### src/rtl/lvt_wr_dispatch.sv
// lvt_wr_dispatch: in-order write-request queue feeding the two write ports of lvt_bram.
// Each cycle it accepts one request and issues up to two, and it offers a pending-address lookup.
// Optional build macro LVT_WR_COALESCE_EN: when the two oldest entries share an address,
// only the newer one is issued and both are retired in the same cycle.
module lvt_wr_dispatch #(
  parameter int ADDR_W = 7,
  parameter int DATA_W = 32,
  parameter int DEPTH  = 8
) (
  input  logic                     clk,
  input  logic                     rst,
  input  logic                     in_valid,
  output logic                     in_ready,
  input  logic [ADDR_W-1:0]        in_addr,
  input  logic [DATA_W-1:0]        in_data,
  input  logic                     drain_en,
  output logic [ADDR_W-1:0]        wr0_addr,
  output logic [DATA_W-1:0]        wr0_data,
  output logic                     wr0_en,
  output logic [ADDR_W-1:0]        wr1_addr,
  output logic [DATA_W-1:0]        wr1_data,
  output logic                     wr1_en,
  input  logic [ADDR_W-1:0]        chk_addr,
  output logic                     chk_hit,
  output logic [$clog2(DEPTH):0]   count,
  output logic                     empty,
  output logic                     full
);

  localparam int PTR_W = $clog2(DEPTH);
  localparam int CNT_W = PTR_W + 1;

  logic [ADDR_W-1:0] q_addr [DEPTH];
  logic [DATA_W-1:0] q_data [DEPTH];

  logic [PTR_W-1:0]  rd_ptr;
  logic [PTR_W-1:0]  wr_ptr;
  logic [PTR_W-1:0]  nx_ptr;
  logic              push;
  logic [1:0]        pop_n;
  logic              same_addr;
  logic              issue0;
  logic              issue1;
  logic [ADDR_W-1:0] iss0_addr;
  logic [DATA_W-1:0] iss0_data;
  logic [ADDR_W-1:0] iss1_addr;
  logic [DATA_W-1:0] iss1_data;
  logic [PTR_W-1:0]  slot_ofs;

  assign full      = (count == CNT_W'(DEPTH));
  assign empty     = (count == '0);
  assign in_ready  = rst & ~full;
  assign push      = in_valid & in_ready;
  assign nx_ptr    = rd_ptr + PTR_W'(1);
  assign same_addr = (q_addr[rd_ptr] == q_addr[nx_ptr]);

  // Decide what leaves the queue this cycle, looking only at the two oldest entries.
  always_comb begin
    pop_n     = 2'd0;
    issue0    = 1'b0;
    issue1    = 1'b0;
    iss0_addr = q_addr[rd_ptr];
    iss0_data = q_data[rd_ptr];
    iss1_addr = q_addr[nx_ptr];
    iss1_data = q_data[nx_ptr];
    if (drain_en && !empty) begin
      issue0 = 1'b1;
      if (count == CNT_W'(1)) begin
        pop_n = 2'd1;
      end else if (!same_addr) begin
        issue1 = 1'b1;
        pop_n  = 2'd2;
      end else begin
`ifdef LVT_WR_COALESCE_EN
        iss0_addr = q_addr[nx_ptr];
        iss0_data = q_data[nx_ptr];
        pop_n     = 2'd2;
`else
        pop_n     = 2'd1;
`endif
      end
    end
  end

  // Pointer and occupancy bookkeeping; pointers wrap naturally at DEPTH.
  always_ff @(posedge clk or negedge rst) begin
    if (!rst) begin
      rd_ptr <= '0;
      wr_ptr <= '0;
      count  <= '0;
    end else begin
      if (push) wr_ptr <= wr_ptr + PTR_W'(1);
      rd_ptr <= rd_ptr + PTR_W'(pop_n);
      count  <= count + CNT_W'(push) - CNT_W'(pop_n);
    end
  end

  // Queue storage needs no reset because only slots inside head..tail are ever read as valid.
  always_ff @(posedge clk) begin
    if (push) begin
      q_addr[wr_ptr] <= in_addr;
      q_data[wr_ptr] <= in_data;
    end
  end

  // Registered write ports: enables reload every cycle, address/data hold while idle.
  always_ff @(posedge clk or negedge rst) begin
    if (!rst) begin
      wr0_en   <= 1'b0;
      wr0_addr <= '0;
      wr0_data <= '0;
      wr1_en   <= 1'b0;
      wr1_addr <= '0;
      wr1_data <= '0;
    end else begin
      wr0_en <= issue0;
      wr1_en <= issue1;
      if (issue0) begin
        wr0_addr <= iss0_addr;
        wr0_data <= iss0_data;
      end
      if (issue1) begin
        wr1_addr <= iss1_addr;
        wr1_data <= iss1_data;
      end
    end
  end

  // Pending-write lookup over the occupied slots and the in-flight port registers.
  always_comb begin
    chk_hit  = 1'b0;
    slot_ofs = '0;
    for (int i = 0; i < DEPTH; i++) begin
      slot_ofs = PTR_W'(i) - rd_ptr;
      if (({1'b0, slot_ofs} < count) && (q_addr[i] == chk_addr)) chk_hit = 1'b1;
    end
    if (wr0_en && (wr0_addr == chk_addr)) chk_hit = 1'b1;
    if (wr1_en && (wr1_addr == chk_addr)) chk_hit = 1'b1;
  end

endmodule

### config.mk
export PLATFORM = sky130hd
export DESIGN_NAME = lvt_wr_dispatch
export DESIGN_NICKNAME = d
export VERILOG_FILES = /design/src/rtl/lvt_wr_dispatch.sv
export SDC_FILE = /design/constraint.sdc
export NUM_CORES = 1
export LEC_CHECK = 0
export CAP_MARGIN = 30
export CORE_ASPECT_RATIO = 0.75
export CORE_MARGIN = 2
export CORE_UTILIZATION = 64
export CTS_CLUSTER_DIAMETER = 120
export DETAILED_ROUTE_END_ITERATION = 12
export DONT_BUFFER_PORTS = 1
export HOLD_SLACK_MARGIN = 0.06
export PLACE_DENSITY = 0.8
export REMOVE_ABC_BUFFERS = 1
export SYNTH_ARGS = -nofsm -noshare
export SYNTH_HDL_FRONTEND = slang
export SYNTH_SLANG_ARGS = --single-unit
### constraint.sdc
create_clock -name clk -period 7.5 [get_ports clk]
set_input_delay 1.125 -clock clk [delete_from_list [all_inputs] [get_ports clk]]
set_output_delay 1.125 -clock clk [all_outputs]
set_load 0.01 [all_outputs]
# Word-level counts from Yosys, hierarchy flattened
# Memory sizes are Yosys's and may differ from the RTL's. A register that Yosys moved wholly into a read port is not among the register bits.
# Index checks and enable logic that the tools add are counted.
[word_totals] ff_bits=26 latchBits=0 ramBits=312 romBits=0 inputBits=50 output_inout_bits=88 word_cells=80 n_memories=2
[memory_table] memory="q_data" depth=8 width=32 rd=2 rd_clocked_by_memory_dff=2 wr=1 line_no="34" rtl="logic [DATA_W-1:0] q_data [DEPTH];"
[memory_table] memory="q_addr" depth=8 width=7 rd=10 rd_clocked_by_memory_dff=0 wr=1 line_no="33" rtl="logic [ADDR_W-1:0] q_addr [DEPTH];"
[op_classes] addsub=13 mul=0 n_div=0 order_cmp=8 n_eq_ne=13 shift=0 n_mux=19 bitwise_logic=3 reduce_logical=15
[op_table] op="7-bit == test" count=11
[op_table] op="3-bit by 4-bit less-than comparator with 1-bit output" count=8
[op_table] op="1-bit two-way mux" count=16
[op_table] op="3-bit subtractor, first input constant" count=4
[op_table] op="1-bit logical AND" count=11
[op_table] op="3-bit by 1-bit adder with 3-bit output, second input constant" count=2
[op_table] op="2-bit two-way mux" count=3
[op_table] op="1-bit by 3-bit subtractor with 3-bit output, first input constant" count=2
[op_table] op="2-bit by 3-bit subtractor with 3-bit output, first input constant" count=2
[op_table] op="4-bit by 1-bit adder with 4-bit output" count=1
[op_table] op="4-bit by 1-bit == test with 1-bit output, second input constant" count=1
[op_table] op="4-bit == test, second input constant" count=1
[op_table] op="4-bit logical NOT" count=1
[op_table] op="4-bit by 2-bit subtractor with 4-bit output" count=1
[op_table] op="3-bit by 2-bit adder with 3-bit output" count=1
[op_table] op="1-bit logical NOT" count=3
[op_table] op="1-bit AND" count=2
[op_table] op="1-bit inverter" count=1

# Depth between registers and ports, before layout
# Gate-level depths: netlist (run 1).
[logic_depth] depth_word=13 depth_mapped=16 ltp_nobuf=14

# Least setup slack after synthesis (run 1)
# Ideal clock, no wire load.
[synth_path] path_kind="input port to flip-flop" from="input rst" to="memory q_addr[0][0], enable pin" t_arrival_ns=5.416 required_time_ns=6.967 slack_ns=1.551 cell_stages=3 n_path_buf=0 path_cell_list="nor2b_1 > nand2_1 > nor4_1"
[synth_between] elab_chain_cells=4
[synth_rtl] element="start: declaration" line_no="11" rtl="input logic rst,"
[synth_rtl] element="1-bit AND" line_no="52" rtl="assign in_ready = rst & ~full;"
[synth_rtl] element="1-bit AND" line_no="53" rtl="assign push = in_valid & in_ready;"
[synth_rtl] element="1-bit two-way mux" line_no="100" rtl="if (push) begin"
[synth_rtl] element="1-bit two-way mux (implied by the code)" line_no="101" rtl="q_addr[wr_ptr] <= in_addr;"
[synth_rtl] element="end: declaration" line_no="33"
# No other way between the ends.

# Worst setup path in the final report (run 1)
[layout_path] from="register rd_ptr[1]" to="register rd_ptr[2]"
[layout_between] elab_chain_cells=7
[layout_rtl] element="start: declaration" line_no="36" rtl="logic [PTR_W-1:0] rd_ptr;"
[layout_rtl] element="start signal: assignment" line_no="93" rtl="rd_ptr <= rd_ptr + PTR_W'(pop_n);"
[layout_rtl] element="3-bit by 1-bit adder with 3-bit output" line_no="54" rtl="assign nx_ptr = rd_ptr + PTR_W'(1);"
[layout_rtl] element="memory read 8 x 7 bit"
[layout_rtl] element="7-bit == test" line_no="55" rtl="assign same_addr = (q_addr[rd_ptr] == q_addr[nx_ptr]);"
[layout_rtl] element="2-bit two-way mux" line_no="70" rtl="end else if (!same_addr) begin"
[layout_rtl] element="2-bit two-way mux" line_no="68" rtl="if (count == CNT_W'(1)) begin"
[layout_rtl] element="2-bit two-way mux" line_no="66" rtl="if (drain_en && !empty) begin"
[layout_rtl] element="3-bit by 2-bit adder with 3-bit output (*)" line_no="93"
# Mark *: on every way between the ends. The rest lies on a longest branch, timed or not.
# A chain may end at the register's enable or synchronous reset.

==> impl_metrics.py, run 1 <==
metrics = {
    "synth": {
        "synth_edf_count": 312,
        "syn_area_per_cell_um2": 16.9,
        "synth_flop_cell": "edfxtp_1",
        "synth_area_um2": 18700,
        "yosys_warnings": 0,
        "synthArstFlopShare_pct": 22.4,
        "synth-seq-cells": 402,
        "yosysUniqueCellTypes": 38,
        "ys_seq_area_share_pct": 62.1,
        "synth_cells": 1108,
    },
    "die": {
        "core_um2": 28900,
        "start_util_pct": 64.8,
        "die_h_um": 152,
        "rows": 54,
        "die_area_um2": 30700,
        "pin_count": 138,
        "die_w_um": 202,
    },
    "grt": {
        "grt_pass1_wl_um": 66200,
        "grt_max_degree": 92,
        "grt_antenna_before_repair": 0,
        "grt_usage_pct": 28.9,
        "grt-ovfl-total": 0,
        "grt_pass1_vias": 10600,
    },
    "route": {
        "ant_nets": 0,
        "drt-pass1-iter-count": 5,
        "drt_iter0_markers": 1119,
        "drt-total-wl_um": 43300,
        "viasPerCell": 6.80,
        "wl_per_cell_um": 28.5,
        "num_vias": 10300,
        "drc": 0,
    },
    "setup_path": {
        "worstPathArrival_ns": 5.59,
        "crit_fanout": 40,
        "cp-start-kind": "flop",
        "timing.rr.end": "rd_ptr[2]",
        "endpoint_kind": "flop",
        "worst_r2r_path_depth": 12,
        "cp.required_ns": 7.87,
        "r2r_slack_ns": 2.28,
        "r2r-start": "rd_ptr[1]",
        "path_class": "reg2reg",
    },
    "run_status": {
        "status": "complete, no violations",
    },
    "clock_network": {
        "cts_max_level": 2,
        "cts_tree": "yes",
        "cts_resized": 0,
        "clock_sinks": 402,
        "cts_buffer_depth": 3,
        "ctsHoldBuffers": 0,
        "clock-root-buffer": "clkbuf_16",
        "clk_latency_ns": 0.53,
        "post-cts-setup-buffers": 0,
        "clkTransAtPathRegs_ns": 0.07,
        "numCtsBuffers": 39,
    },
    "power": {
        "powerDensity_nw_per_um2": 418,
        "total_power_mw": 8.52,
        "leakage_nw": 7.27,
        "vdd_drop_max_mv": 0.300,
    },
    "placement": {
        "place_ws_ns": 2.06,
        "port_buffers": 0,
        "place_congestion": 0.950,
        "dp_hpwl_um": 25000,
    },
    "timing": {
        "tightestPinTransition_ns": 0.878,
        "fin_skew_ns": 0.0183,
        "whs_ns": 0.286,
        "setup_viol": 0,
        "worst_slack_ns": 2.28,
        "hold_viol": 0,
        "max_clock_freq_ghz": 0.192,
        "rsz0062_at_grt": "false",
        "timing.slew.headroom_pct": 41.4,
        "min_period_ns": 5.22,
        "period_share_pct": 69.6,
        "slew_viol_final": 0,
    },
    "layout": {
        "area_growth_pct": 8.79,
        "nNetsFinal": 1176,
        "diodes": 0,
        "drive_gt1_share_pct": 21.6,
    },
    "run": {
        "cap_violations": 0,
    },
    "hold_path": {
        "min_path_type": "in2async",
    },
}
cell type report:
| type | count | area, um^2 |
|---|---|---|
| Sequential cell | 402 | 11600 |
| Fill cell | 1832 | 8550 |
| Clock buffer | 55 | 1100 |
| Timing Repair Buffer | 18 | 148 |
| Multi-Input combinational cell | 615 | 6780 |
| Clock inverter | 15 | 129 |
| Tap cell | 392 | 490 |
| Inverter | 25 | 93.8 |
metal layers:
layer  global-route usage [%]  vias up  wire length, um
met2                     43.5      590            20100
met4                     7.67        0             1090
li1                         -     4303                -
met1                     44.0     5376            18000
met5                        0        -                0
met3                     6.44       80             4190
cell usage after synthesis, types with 2 or more instances:
cell type,n,area [um^2]
fa_1,2,40.0
inv_2,3,11.3
mux2_1,31,349
a21o_1,2,15.0
nor2_1,7,26.3
nand3_1,3,15.0
buf_2,7,35.0
mux2i_1,71,711
buf_6,5,56.3
nand2b_1,3,18.8
a211oi_1,2,15.0
xor2_1,47,412
mux2_2,2,22.5
nor3_1,9,45.0
nor3b_1,2,15.0
a21oi_1,6,30.0
o21ai_0,41,205
nor2b_1,5,31.3
mux4_2,150,3380
xnor2_1,37,324
nor4_1,11,68.8
nand2_1,141,529
buf_4,2,15.0
edfxtp_1,312,9370
inv_1,22,82.6
buf_1,17,63.8
ha_1,23,288
nand4_1,13,81.3
dfrtp_1,90,2250
clkbuf_1,34,128
stage by stage:
stage / cell area, um^2 / cells / utilization [%] / setup TNS, ns
2_1_floorplan: 18400 / 1042 / - / -128.47
3_3_place_gp: 19100 / 1451 / 66.1 / 0
3_5_place_dp: 19100 / 1451 / 66.1 / 0
4_1_cts: 20400 / 1521 / 70.4 / 0
5_1_grt: 20400 / 1522 / 70.4 / 0
6_report: 20400 / 1522 / 70.4 / 0
worst max-delay path, stage by stage, from the launching register on:
cell and delay [ns]:
dfrtp_4 0.94, inv_2 0.27, ha_4 0.64, buf_12 0.29, inv_2 0.19, mux4_2 0.48, xnor2_1 0.19, nand4_1 0.23
o311ai_4 0.34, buf_4 0.63, inv_1 0.18, fa_1 0.44, xor2_1 0.17
report_power, final:
part / leakage [nW] / switching (mW) / internal, mW
logic: 2.77 / 1.67 / 1.57
registers: 3.90 / 0.567 / 2.80
clock network: 0.602 / 0.815 / 1.09
flip-flops by register name, summed over array words and instances, names as in the netlist:
register and flops:
wr0_addr 7, q_addr 56, wr0_en 1, wr1_en 1, wr0_data 32, wr_ptr 3
wr1_data 32, wr1_addr 7, rd_ptr 3, q_data 256, count 4
worst max path at each step:
| stage | startpoint | to | slack (ns) |
|---|---|---|---|
| after floorplan | rd_ptr[0] | count[3] | -3.45 |
| after global placement | rd_ptr[1] | rd_ptr[2] | 2.15 |
| after detailed placement | rd_ptr[1] | rd_ptr[2] | 2.06 |
| final | rd_ptr[1] | rd_ptr[2] | 2.28 |
| after global routing | rd_ptr[1] | rd_ptr[2] | 2.01 |
| after CTS | rd_ptr[1] | rd_ptr[2] | 1.99 |
cell usage in the layout (no fill, tap or decap), drive strengths merged:
master,count
nor2b,5
mux4,150
nand4,13
a21oi,6
xnor2,38
edfxtp,312
buf,18
nor2,7
o311ai,1
ha,23
nand2b,3
mux2i,71
o21ai,42
a21o,2
clkinv,12
clkbuf,55
nand2,141
fa,2
or3,1
inv,26
bufinv,2
nor4,11
a2111oi,1
a31oi,1
nor3,9
xor2,47
dfrtp,90
a211oi,2
nor3b,2
nand3,3
mux2,33
or3b,1
logic make-up (layout without fill, tap and decap cells):
kind of cell	after synthesis	count (layout)	share of synthesized area (%)
AO/OA/AOI/OAI	55	55	1.66
XOR/XNOR	85	85	4.02
buffers and inverters	91	113	2.17
AND/OR/NAND/NOR	196	196	4.52
flip-flops	402	402	62.1
multiplexers	254	254	23.8
adder cells (fa/ha/maj)	25	25	1.75
(Power assumes the default switching activity.)
==> run 2, diff against run 1 <==
--- a/config.mk
+++ b/config.mk
@@ -5,15 +5,16 @@
 export SDC_FILE = /design/constraint.sdc
 export NUM_CORES = 1
 export LEC_CHECK = 0
+export ABC_AREA = 1
 export CAP_MARGIN = 30
 export CORE_ASPECT_RATIO = 0.75
 export CORE_MARGIN = 2
-export CORE_UTILIZATION = 64
+export CORE_UTILIZATION = 58
 export CTS_CLUSTER_DIAMETER = 120
 export DETAILED_ROUTE_END_ITERATION = 12
 export DONT_BUFFER_PORTS = 1
 export HOLD_SLACK_MARGIN = 0.06
-export PLACE_DENSITY = 0.8
+export PLACE_DENSITY = 0.76
 export REMOVE_ABC_BUFFERS = 1
 export SYNTH_ARGS = -nofsm -noshare
 export SYNTH_HDL_FRONTEND = slang
==> constraint.sdc (replaced) <==
create_clock -name clk -period 4.6 [get_ports clk]
set_input_delay 0.69 -clock clk [delete_from_list [all_inputs] [get_ports clk]]
set_output_delay 0.69 -clock clk [all_outputs]
set_load 0.01 [all_outputs]
==> impl_metrics.py, run 2 <==
metrics = {
    "placement": {
        "place_ws_ns": 0.237,
        "port_buffers": 0,
        "dp_hpwl_um": 33300,
        "dpl_cell_area_um2": 19900,
        "place_congestion": 0.899,
        "place_inst": 2325,
    },
    "die": {
        "pin_count": 138,
        "die_area_um2": 35100,
        "rows": 58,
        "die_w_um": 216,
        "die_h_um": 163,
        "core_um2": 33300,
        "start_util_pct": 58.6,
    },
    "timing": {
        "timing.slew.headroom_pct": 37.8,
        "max_clock_freq_ghz": 0.230,
        "fin_skew_ns": 0.0234,
        "tightestPinTransition_ns": 0.933,
        "slew_viol_final": 0,
        "period_share_pct": 94.7,
        "worst_slack_ns": 0.243,
        "min_period_ns": 4.36,
        "setup_viol": 0,
        "rsz0062_at_grt": "false",
        "hold_viol": 0,
    },
    "route": {
        "drt-pass1-iter-count": 6,
        "drc": 0,
        "viasPerCell": 6.38,
        "drt_iter0_markers": 2007,
        "drt-total-wl_um": 56200,
        "ant_nets": 0,
        "wl_per_cell_um": 23.5,
        "num_vias": 15300,
    },
    "clock_network": {
        "clock_sinks": 402,
        "cts_max_level": 2,
        "clk_latency_ns": 0.56,
        "numCtsBuffers": 39,
        "clock-root-buffer": "clkbuf_16",
        "clkTransAtPathRegs_ns": 0.06,
        "cts_buffer_depth": 3,
        "cts_tree": "yes",
        "post-cts-setup-buffers": 0,
    },
    "setup_path": {
        "endpoint_kind": "output pin",
        "cp.required_ns": 3.91,
        "cp-start-kind": "flop",
        "path_class": "reg2out",
        "crit_fanout": 41,
        "worstPathArrival_ns": 3.67,
    },
    "synth": {
        "synthAdderAreaFrac_pct": 1.68,
        "synth_top_cell_by_area": "edfxtp_1",
        "synthArstFlopShare_pct": 22.4,
        "synthMuxAreaShare_pct": 0,
        "synth_cells": 1974,
        "synth-seq-cells": 402,
        "synth_area_um2": 19500,
        "synth_flop_cell": "edfxtp_1",
        "syn_area_per_cell_um2": 9.89,
        "synth_top_family_by_area": "simple AND/OR/NAND/NOR gates",
        "synth_edf_count": 312,
        "yosys_warnings": 0,
        "synthTopCellsByArea": "edfxtp_1, dfrtp_1, nand2_1",
        "synthXorXnorAreaFrac_pct": 2.51,
        "synth_most_common_cell": "nand2_1",
        "synth_compound_area_share_pct": 13.1,
        "yosys.area_share.simple_pct": 17.0,
        "yosysUniqueCellTypes": 40,
        "synth_common_cells": "nand2_1, edfxtp_1, a21oi_1",
        "netlist.area_leader.share_pct": 48.0,
        "ys_seq_area_share_pct": 59.5,
    },
    "grt": {
        "grt-ovfl-total": 0,
        "grt_pass1_vias": 14500,
        "grt_usage_pct": 32.0,
        "grt_max_degree": 97,
        "grt_pass1_wl_um": 84900,
        "grt_antenna_before_repair": 0,
    },
    "layout": {
        "top_register": "q_data",
        "area_growth_pct": 8.46,
        "fill_cells": 2663,
        "instances_no_fill": 2398,
        "diodes": 0,
        "drive_gt1_share_pct": 5.90,
        "reg.largest.list": "q_data: 256 flops, q_addr: 56 flops",
        "final_common_cell": "nand2_1",
        "largest_reg_flops": 256,
        "nNetsFinal": 1992,
        "final_cell_area_um2": 21200,
        "final_cell_mix": "nand2_1, edfxtp_1, a21oi_1",
    },
    "hold_path": {
        "min_path_type": "in2async",
    },
    "power": {
        "leakage_nw": 8.49,
        "powerDensity_nw_per_um2": 720,
        "total_power_mw": 15.2,
        "vdd_drop_max_mv": 0.617,
    },
    "run_status": {
        "status": "complete, no violations",
    },
    "run": {
        "cap_violations": 0,
    },
}
[run 2: cell types whose count changed after synthesis, moves of 32 or more]
cell	change
nand3_1	+143
clkbuf_1	+34
a21oi_1	+147
o21ai_0	+57
a221oi_1	+33
nand4_1	+36
inv_1	+130
mux2i_1	-71
nand2_1	+369
nor2_1	+63
a221o_1	+32
a22o_1	+32
mux4_2	-150
[run 2: metal layers]
metal  GRT usage, %  wire length, um  vias to the layer above
met5              0                0                        -
li1               -                -                     6832
met1           44.9            22200                     7370
met3           6.42             7060                      128
met4           11.2             1520                        0
met2           50.0            25500                      977
[run 2: power by group]
part / switching, mW / internal, mW / total, mW
Clock: 1.37 / 1.68 / 3.04
Sequential: 0.658 / 4.55 / 5.21
Combinational: 4.72 / 2.27 / 6.99
Total: 6.74 / 8.49 / 15.2
[run 2: final cells by class]
cell class / count / area (um^2) / area share, %
tap: 450 / 563 / 2.66
multi-input combinational: 1281 / 6820 / 32.2
timing repair buffer: 36 / 369 / 1.74
inverter: 157 / 592 / 2.80
clock buffer: 54 / 1050 / 4.97
clock inverter: 18 / 151 / 0.715
sequential: 402 / 11600 / 54.9
[run 2: cells by family after synthesis]
family | Yosys count
and+or+nand+nor | 793
AOI/OAI and AO/OA | 408
adders and majority gates | 25
xor gates and xnor gates | 55
buffers and inverters | 291
DFF | 402
[run 2: worst paths after layout]
| check | startpoint | end | slack (ns) | depth (start not counted) |
|---|---|---|---|---|
| min | rst | wr0_addr[6] | 0.08 | 1 |
| max | rd_ptr[1] | chk_hit | 0.24 | 11 |
| min reg2reg | wr1_data[12] | wr1_data[12] | 0.54 | 2 |
| max in group asynchronous | rst | rd_ptr[0] | 4.10 | 1 |
| min in group clk | in_data[23] | q_data[5][23] | 0.22 | 0 |
| max reg2reg | rd_ptr[1] | count[1] | 0.50 | 19 |
[run 2: timing repair]
item                                    4_1_cts  5_1_grt
hold buffers                                  1        0
hold endpoints to repair                     90        0
endpoints found under the setup margin        0        3
resized for setup                             0        2
[run 2: critical path, cell delays in order, from the launching register on]
cell	delay, ns
dfrtp_1	0.58
inv_2	0.12
ha_2	0.31
inv_2	0.44
buf_4	0.60
ha_1	0.34
a21o_1	0.20
a21oi_1	0.13
o21ai_0	0.09
nand2_1	0.08
nor2_1	0.06
nand3_1	0.14
[run 2: per-stage QoR]
stage	utilization [%]	setup TNS [ns]	hold slack (ns)
final	63.6	0	0.0837
after global routing	63.6	0	0.107
after CTS	63.5	0	0.0918
after detailed placement	59.8	0	0.399
after global placement	59.8	0	0.399
after floorplan	-	-481.85	0.394
